**src/rtl/uart_pkg.sv**
```systemverilog
// Shared UART definitions used by the transmitter, receiver and byte queue.
package uart_pkg;

  typedef enum logic [1:0] {
    ST_IDLE  = 2'd0,
    ST_START = 2'd1,
    ST_DATA  = 2'd2,
    ST_STOP  = 2'd3
  } uart_state_e;

  localparam int FRAME_BITS       = 8;
  localparam int DEFAULT_BAUD_DIV = 868;

endpackage

```
**src/rtl/uart_baud_tick.sv**
```systemverilog
// Bit-period counter: counts 0..BAUD_DIV-1 and pulses tick on the final count.
module uart_baud_tick
  import uart_pkg::*;
#(
  parameter int BAUD_DIV = DEFAULT_BAUD_DIV
) (
  input  logic clk,
  input  logic rst_n,
  input  logic clear,
  output logic tick
);

  localparam int CW = (BAUD_DIV > 1) ? $clog2(BAUD_DIV) : 1;
  localparam logic [CW-1:0] LAST = CW'(BAUD_DIV - 1);

  logic [CW-1:0] cnt_q, cnt_d;

  assign tick = (cnt_q == LAST);

  always_comb begin
    cnt_d = cnt_q + CW'(1);
    if (clear || tick) cnt_d = '0;
  end

  always_ff @(posedge clk or negedge rst_n) begin
    if (!rst_n) cnt_q <= '0;
    else        cnt_q <= cnt_d;
  end

endmodule

```
**src/rtl/uart_queue_tx.sv**
```systemverilog
// 8N1 UART transmitter that pulls bytes from an external queue, with zero-gap
// back-to-back frames while the queue stays non-empty.
module uart_queue_tx
  import uart_pkg::*;
#(
  parameter int BAUD_DIV = DEFAULT_BAUD_DIV
) (
  input  logic        clk,
  input  logic        rst_n,
  input  logic        en,
  input  logic        queue_empty,
  input  logic [7:0]  queue_head_data,
  output logic        dequeue,
  output logic        txd,
  output logic        busy,
  output uart_state_e state_dbg
);

  // Queue handshake: !queue_empty acts as valid for queue_head_data, and
  // dequeue is the ready/pop strobe; a byte transfers on the rising edge
  // where both are high, and queue_head_data is latched on that same edge.

  uart_state_e state_q, state_d;
  logic [7:0]  shift_q, shift_d;
  logic [2:0]  bit_idx_q, bit_idx_d;
  logic        txd_q, txd_d;
  logic        fetch;
  logic        can_fetch;
  logic        tick;
  logic        baud_clear;

  assign can_fetch = en && !queue_empty;

  // Counter restarts on every state entry and is held at zero while idle.
  assign baud_clear = (state_d != state_q) || (state_q == ST_IDLE);

  uart_baud_tick #(.BAUD_DIV(BAUD_DIV)) u_baud (
    .clk   (clk),
    .rst_n (rst_n),
    .clear (baud_clear),
    .tick  (tick)
  );

  always_comb begin
    state_d   = state_q;
    shift_d   = shift_q;
    bit_idx_d = bit_idx_q;
    txd_d     = txd_q;
    fetch     = 1'b0;
    case (state_q)
      ST_IDLE: begin
        txd_d = 1'b1;
        if (can_fetch) begin
          fetch   = 1'b1;
          shift_d = queue_head_data;
          txd_d   = 1'b0;
          state_d = ST_START;
        end
      end
      ST_START: begin
        if (tick) begin
          txd_d     = shift_q[0];
          shift_d   = {1'b0, shift_q[7:1]};
          bit_idx_d = 3'd0;
          state_d   = ST_DATA;
        end
      end
      ST_DATA: begin
        if (tick) begin
          if (bit_idx_q == 3'(FRAME_BITS - 1)) begin
            txd_d   = 1'b1;
            state_d = ST_STOP;
          end else begin
            txd_d     = shift_q[0];
            shift_d   = {1'b0, shift_q[7:1]};
            bit_idx_d = bit_idx_q + 3'd1;
          end
        end
      end
      ST_STOP: begin
        if (tick) begin
          if (can_fetch) begin
            fetch   = 1'b1;
            shift_d = queue_head_data;
            txd_d   = 1'b0;
            state_d = ST_START;
          end else begin
            txd_d   = 1'b1;
            state_d = ST_IDLE;
          end
        end
      end
      default: begin
        txd_d   = 1'b1;
        state_d = ST_IDLE;
      end
    endcase
  end

  always_ff @(posedge clk or negedge rst_n) begin
    if (!rst_n) begin
      state_q   <= ST_IDLE;
      shift_q   <= 8'h00;
      bit_idx_q <= 3'd0;
      txd_q     <= 1'b1;
    end else begin
      state_q   <= state_d;
      shift_q   <= shift_d;
      bit_idx_q <= bit_idx_d;
      txd_q     <= txd_d;
    end
  end

  // Gated with rst_n so no pop can be issued while reset is held.
  assign dequeue   = fetch && rst_n;
  assign txd       = txd_q;
  assign busy      = (state_q != ST_IDLE);
  assign state_dbg = state_q;

endmodule

```
**config.mk**
```make
export PLATFORM = sky130hd
export DESIGN_NAME = uart_queue_tx
export DESIGN_NICKNAME = d
export VERILOG_FILES = /design/src/rtl/uart_pkg.sv /design/src/rtl/uart_baud_tick.sv /design/src/rtl/uart_queue_tx.sv
export SDC_FILE = /design/constraint.sdc
export NUM_CORES = 1
export LEC_CHECK = 0
export CORE_MARGIN = 3
export CORE_UTILIZATION = 54
export CTS_CLUSTER_SIZE = 28
export DETAILED_ROUTE_END_ITERATION = 16
export HOLD_SLACK_MARGIN = 0.12
export PLACE_DENSITY = 0.78
export SYNTH_ARGS = -nofsm -noshare
export SYNTH_HDL_FRONTEND = slang
export SYNTH_HIERARCHICAL = 1
export SYNTH_SLANG_ARGS = --single-unit
```
**constraint.sdc**
```tcl
create_clock -name clk -period 3.4 [get_ports clk]
set_input_delay 0.34 -clock clk [delete_from_list [all_inputs] [get_ports clk]]
set_output_delay 0.34 -clock clk [all_outputs]
set_load 0.01 [all_outputs]
```
==> results of run 1 <==
-- flip-flops by register name, summed over array words and instances (netlist names) --
signal        flops
bit_idx_q         3
shift_q           8
state_dbg         2
u_baud/cnt_q     10
txd               1
-- critical path, delay by kind of cell, from the launching register on --
kind	cells	cell delay, ns
buf+inv	2	0.77
flops	1	0.44
simple gates	3	1.06
compound gates	1	0.08
-- cell type report --
type / count / area, um2
Inverter: 10 / 37.5
Tap cell: 28 / 35.0
Sequential cell: 24 / 602
Multi-Input combinational cell: 98 / 736
Fill cell: 186 / 694
Clock inverter: 1 / 30.0
Timing Repair Buffer: 19 / 183
Clock buffer: 3 / 22.5
-- cells in the mapped netlist --
master | instances | area, um2
o311ai_0 | 1 | 8.76
nand4bb_1 | 1 | 11.3
clkbuf_1 | 4 | 15.0
nor3_1 | 2 | 10.0
a31oi_1 | 1 | 6.26
inv_1 | 10 | 37.5
a22oi_1 | 1 | 7.51
xor2_1 | 2 | 17.5
dfstp_2 | 1 | 26.3
xnor2_1 | 1 | 8.76
nand4_1 | 5 | 31.3
nand2b_1 | 3 | 18.8
o22ai_1 | 1 | 6.26
o22a_1 | 1 | 8.76
a221oi_1 | 1 | 8.76
nor4b_1 | 1 | 8.76
o31ai_4 | 1 | 21.3
ha_1 | 7 | 87.6
nand3_1 | 5 | 25.0
nor2_1 | 10 | 37.5
buf_4 | 1 | 7.51
o31ai_1 | 2 | 15.0
a21boi_0 | 1 | 7.51
and2_1 | 1 | 6.26
or3_1 | 4 | 25.0
dfrtp_1 | 23 | 576
nand2_1 | 3 | 11.3
mux2_2 | 15 | 169
a222oi_1 | 1 | 10.0
mux2i_1 | 1 | 10.0
a32oi_1 | 1 | 8.76
nor2b_1 | 3 | 18.8
nor4_1 | 1 | 6.26
o21ai_0 | 10 | 50.1
or4_1 | 1 | 7.51
a21oi_1 | 6 | 30.0
o32a_1 | 1 | 10.0
or4_4 | 1 | 11.3
o21a_1 | 2 | 15.0
-- how the worst min path moves through the flow --
stage,startpoint,end,slack [ns],depth (start not counted)
final,rst_n,u_baud/cnt_q[3],0.42,2
after floorplan,rst_n,bit_idx_q[0],0.04,0
after detailed placement,shift_q[5],shift_q[5],0.49,1
after global placement,shift_q[6],shift_q[6],0.48,1
after global routing,rst_n,u_baud/cnt_q[9],0.43,2
after CTS,rst_n,bit_idx_q[2],0.44,2
-- metrics by stage --
| step | total power [mW] | instances |
|---|---|---|
| 2_1_floorplan | 0.308 | 137 |
| 3_3_place_gp | 0.328 | 179 |
| 3_5_place_dp | 0.329 | 179 |
| 4_1_cts | 0.533 | 183 |
| 5_1_grt | 0.549 | 183 |
| 6_report | 0.527 | 183 |
-- logic make-up after synthesis --
kind of cell | Yosys count | share of synthesized area [%]
flip-flops | 24 | 43.1
adder cells (fa/ha/maj) | 7 | 6.27
AND/OR/NAND/NOR | 41 | 16.4
AO/OA/AOI/OAI | 31 | 15.3
multiplexers | 16 | 12.8
buffers and inverters | 15 | 4.30
XOR/XNOR | 3 | 1.88
-- power by group through the flow --
stage,Sequential [mW],Clock [mW],Combinational [mW]
detailed placement,0.298,0,0.0314
finish,0.292,0.204,0.0308
global route,0.293,0.221,0.0342
global placement,0.298,0,0.0304
CTS,0.293,0.209,0.0317
floorplan,0.297,0,0.0105
-- layer usage --
layer	part of all wire (%)	track usage, %
met4	0.62	2.32
met5	0	0
met3	3.5	2.99
met2	46	28.4
met1	50	24.1
==> flow_metrics.py, run 1 <==
metrics = {
    "sta": {
        "finalSetupViolations": 0,
        "skew_ns": 0.00659,
        "fmax_mhz": 334,
        "worst_slew_pin_slew_ns": 0.540,
        "fin_setup_tns_ns": 0,
        "hold_viol_final": 0,
        "rsz0062_at_grt": "false",
        "max_slew_margin_pct": 63.7,
        "setup_ws_ns": 0.404,
        "post-route-period-util_pct": 88.1,
        "slew_violations": 0,
        "min_period_ns": 3.00,
        "fin_hold_ws_ns": 0.418,
    },
    "synth": {
        "ys_warn_count": 6,
        "synth_seq_area_share_pct": 43.1,
        "ys_types": 39,
        "syn-num-nets": 156,
        "avgSynthCellArea_um2": 10.2,
        "netlist_instances": 137,
        "syn_area_mm2": 0.00140,
        "synth-seq-cells": 24,
    },
    "critical_path": {
        "reg2reg_from": "u_baud/cnt_q[3]",
        "critical_path.cell_chain": "or4_4, nor3_1, buf_4, a21oi_1, nor4b_1, clkdlybuf4s50_1",
        "cp_slowest_stage_delay_ns": 0.59,
        "rrSetupSlack_ns": 0.88,
        "start_kind": "register",
        "worstRegToRegCells": 8,
        "crit_required_ns": 3.06,
        "cp.arrival_ns": 2.66,
        "critPathMaxFanout": 9,
        "crit_path_end": "dequeue",
        "end_kind": "primary output",
        "timing.rr.end": "u_baud/cnt_q[4]",
        "slowest_stage": "clkdlybuf4s50_1",
        "cp-startpoint": "u_baud/cnt_q[3]",
        "worstSetupPathType": "register to primary output",
    },
    "cells_and_area": {
        "final_common_cell": "dfrtp_1",
        "nets": 175,
        "antenna_cells": 0,
        "design_area_mm2": 0.00165,
        "drive_gt1_share_pct": 16.1,
        "fin_util_pct": 70.3,
        "area_delta_synth_final_pct": 17.7,
        "layout_common_cells": "23 x dfrtp_1, 16 x clkdlybuf4s50_1, 15 x mux2_2",
    },
    "grt": {
        "grt.overflow.total": 0,
        "antenna_found_initial": 0,
        "gr-usage-all-layers_pct": 17.2,
        "grt_pass1_vias": 1043,
        "grt_max_degree": 25,
        "grt_pass1_wl_mm": 4.55,
    },
    "floorplanning": {
        "dieArea_mm2": 0.00323,
        "io_pins": 17,
        "core-area_mm2": 0.00234,
        "die_w_um": 56.9,
        "rows": 17,
        "start_util_pct": 59.7,
        "die_y_um": 56.9,
    },
    "cts": {
        "numCtsBuffers": 3,
        "cts_sinks": 24,
        "cts_root_buf": "clkbuf_4",
        "clk_pin_slew_ns": 0.14,
        "post_cts_buffers": 0,
        "max-clock-path-buffers": 2,
        "post_cts_resized": 0,
        "cts_hold_buffers": 0,
        "cts_max_level": 1,
        "insertion_delay_ns": 0.31,
        "cts_tree": "yes",
    },
    "pwr": {
        "p_per_area_mw_per_mm2": 320,
        "p_int_mw": 0.429,
        "ir_worst_vdd_v": 0.000445,
        "share_seq_of_total_power_pct": 55.5,
        "p_clk_share_pct": 38.7,
        "power.switching_mw": 0.0981,
        "p_sw_share_pct": 18.6,
        "p_leak_nw": 0.666,
        "combPwrFrac_pct": 5.8,
    },
    "placed_design": {
        "gp_congestion": 0.819,
        "dp_hpwl_mm": 1.89,
        "port_buffers": 16,
        "placed_area_mm2": 0.00159,
        "dp_slack_ns": 0.784,
    },
    "routing": {
        "viasPerCell": 5.90,
        "drc_errors": 0,
        "routed_wl_mm": 2.59,
        "drtAntennaViolNets": 0,
        "num_vias": 1079,
        "drt_first_pass_iters": 4,
        "drtIter0Drc": 31,
        "wire_per_inst_um": 14.2,
    },
    "status": {
        "status": "complete, no violations",
    },
    "worst_hold_path": {
        "worstHoldPathType": "primary input to asynchronous set/reset pin",
    },
    "job": {
        "drv_cap": 0,
    },
}
No activity file was read; power rests on OpenSTA's default activity.
==> inputs of run 2 (changes only) <==
Settings changed: CORE_UTILIZATION 54 to 57, CTS_BUF_LIST from default to sky130_fd_sc_hd__clkbuf_4, PLACE_DENSITY 0.78 to 0.81.
==> run 2 against run 1 <==
  * Global-route usage up 1.5 points
  * Critical path type unchanged
  * Combinational power about the same
  * Highest routed layer unchanged
  * Non-clock buffer count unchanged
  * Utilization grew 0.98 points
  * Clock power is 32% lower
  * Via count rose by 1.0%
  * Sequential share of layout area increased by 0.51 points
  * Worst setup slack improved by 0.021 ns
  * Die area is 4.7% lower
==> flow_metrics.py, run 2 (synthesis results as in run 1) <==
metrics = {
    "routing": {
        "wire_per_inst_um": 14.7,
        "drt_first_pass_iters": 4,
        "drtAntennaViolNets": 0,
        "viasPerCell": 5.96,
        "drc_errors": 0,
        "drtIter0Drc": 48,
        "routed_wl_mm": 2.69,
        "num_vias": 1090,
    },
    "placed_design": {
        "dp_hpwl_mm": 2.02,
        "gp_congestion": 0.776,
        "port_buffers": 16,
    },
    "cells_and_area": {
        "reg.largest.list": "u_baud/cnt_q x10, shift_q x8, bit_idx_q x3",
        "final_common_cell": "dfrtp_1",
        "fillerInstances": 176,
        "antenna_cells": 0,
        "nets": 175,
        "layout_common_cells": "23 x dfrtp_1, 16 x clkdlybuf4s50_1, 15 x mux2_2",
        "multi_input_area_um2": 736,
        "drive_gt1_share_pct": 16.1,
        "area_delta_synth_final_pct": 16.1,
        "ff_latch_area_um2": 602,
        "largest_reg_flops": 10,
        "regMostFlops": "u_baud/cnt_q",
    },
    "critical_path": {
        "end_kind": "primary output",
        "start_kind": "register",
        "crit_required_ns": 3.06,
        "reg2reg_from": "u_baud/cnt_q[3]",
        "worstSetupPathType": "register to primary output",
        "cp.arrival_ns": 2.64,
        "critPathMaxFanout": 9,
        "cp-startpoint": "u_baud/cnt_q[3]",
    },
    "cts": {
        "post_cts_buffers": 0,
        "insertion_delay_ns": 0.31,
        "cts_root_buf": "clkbuf_4",
        "cts_hold_buffers": 0,
        "cts_tree": "yes",
        "post_cts_resized": 0,
        "cts_sinks": 24,
        "numCtsBuffers": 3,
        "clk_pin_slew_ns": 0.13,
        "max-clock-path-buffers": 2,
        "cts_max_level": 1,
    },
    "grt": {
        "antenna_found_initial": 0,
        "grt_max_degree": 25,
        "met2_usage_pct": 31.1,
        "gr-usage-all-layers_pct": 18.7,
        "grt.overflow.total": 0,
        "met1_usage_pct": 24.8,
        "use_met3_pct": 3.27,
        "grt_pass1_wl_mm": 4.69,
        "grt-busiest-layer": "met2",
        "grt_pass1_vias": 1042,
    },
    "sta": {
        "min_period_ns": 2.98,
        "skew_ns": 0.00963,
        "hold_viol_final": 0,
        "fin_setup_tns_ns": 0,
        "fin_hold_ws_ns": 0.411,
        "worst_slew_pin_slew_ns": 0.506,
        "max_slew_margin_pct": 66.2,
        "fmax_mhz": 336,
        "post-route-period-util_pct": 87.5,
        "rsz0062_at_grt": "false",
        "finalSetupViolations": 0,
        "slew_violations": 0,
    },
    "pwr": {
        "p_leak_nw": 0.657,
        "ir_worst_vdd_v": 0.000279,
        "p_per_area_mw_per_mm2": 284,
    },
    "status": {
        "status": "complete, no violations",
    },
    "floorplanning": {
        "die_y_um": 55.5,
        "start_util_pct": 61.4,
        "rows": 17,
        "io_pins": 17,
        "core-area_mm2": 0.00228,
        "dieArea_mm2": 0.00308,
        "die_w_um": 55.5,
    },
    "job": {
        "drv_cap": 0,
    },
    "worst_hold_path": {
        "worstHoldPathType": "primary input to asynchronous set/reset pin",
    },
}
## run 2: changes by cell type in the layout (fill, tap and decap cells not counted), sizes merged
cell    change
clkbuf      +1
bufinv      -1
## run 2: worst paths after layout
check | endpoint | slack [ns] | depth (start not counted)
worst max-delay path | dequeue | 0.42 | 6
worst min-delay path | u_baud/cnt_q[7] | 0.41 | 2
worst max register to register | u_baud/cnt_q[2] | 0.96 | 8
worst min register to register | shift_q[6] | 0.53 | 1
max in group asynchronous | txd | 2.69 | 2
min in group clk | shift_q[6] | 0.53 | 1
## run 2: worst max-delay path, stage by stage, from the launching register on
cell and delay, ns:
dfrtp_1 0.44, or4_4 0.58, nor3_1 0.19, buf_4 0.18, a21oi_1 0.07, nor4b_1 0.29
clkdlybuf4s50_1 0.59
## run 2: cell type report
cell class / instances / share of cell area [%]
well taps: 28 / 2.16
inverters: 10 / 2.31
repair buffers: 19 / 11.3
multi-input cells: 98 / 45.3
flip-flops and latches: 24 / 37.1
clock buffers: 4 / 1.85
## run 2: metrics by stage
| stage | utilization (%) | area (um2) | total power, mW | worst slack [ns] | std cells |
|---|---|---|---|---|---|
| 2_1_floorplan | - | 1400 | 0.308 | 1.03 | 137 |
| 3_3_place_gp | 70.0 | 1590 | 0.328 | 0.825 | 179 |
| 3_5_place_dp | 70.0 | 1590 | 0.330 | 0.795 | 179 |
| 4_1_cts | 71.3 | 1620 | 0.464 | 0.426 | 183 |
| 5_1_grt | 71.3 | 1620 | 0.480 | 0.329 | 183 |
| 6_report | 71.3 | 1620 | 0.461 | 0.425 | 183 |
## run 2: metal layers
layer / share of wire [%] / up-vias
li1: - / 540
met1: 45 / 513
met2: 50 / 35
met3: 4.6 / 2
met4: 0.37 / 0
met5: 0 / -
## run 2: power breakdown
part / leakage (nW) / internal (mW) / switching, mW
sequential: 0.294 / 0.290 / 0.00241
clock: 0.0184 / 0.0537 / 0.0839
combinational: 0.345 / 0.0197 / 0.0113
==> inputs of run 3 (changes only) <==
Settings changed: CAP_MARGIN from default to 30, CORE_UTILIZATION 57 to 54, CTS_BUF_LIST sky130_fd_sc_hd__clkbuf_4 to default, PLACE_DENSITY 0.81 to 0.78.
==> results of run 3 <==
No change in the layout: final DEF, timing and power equal those of run 1.
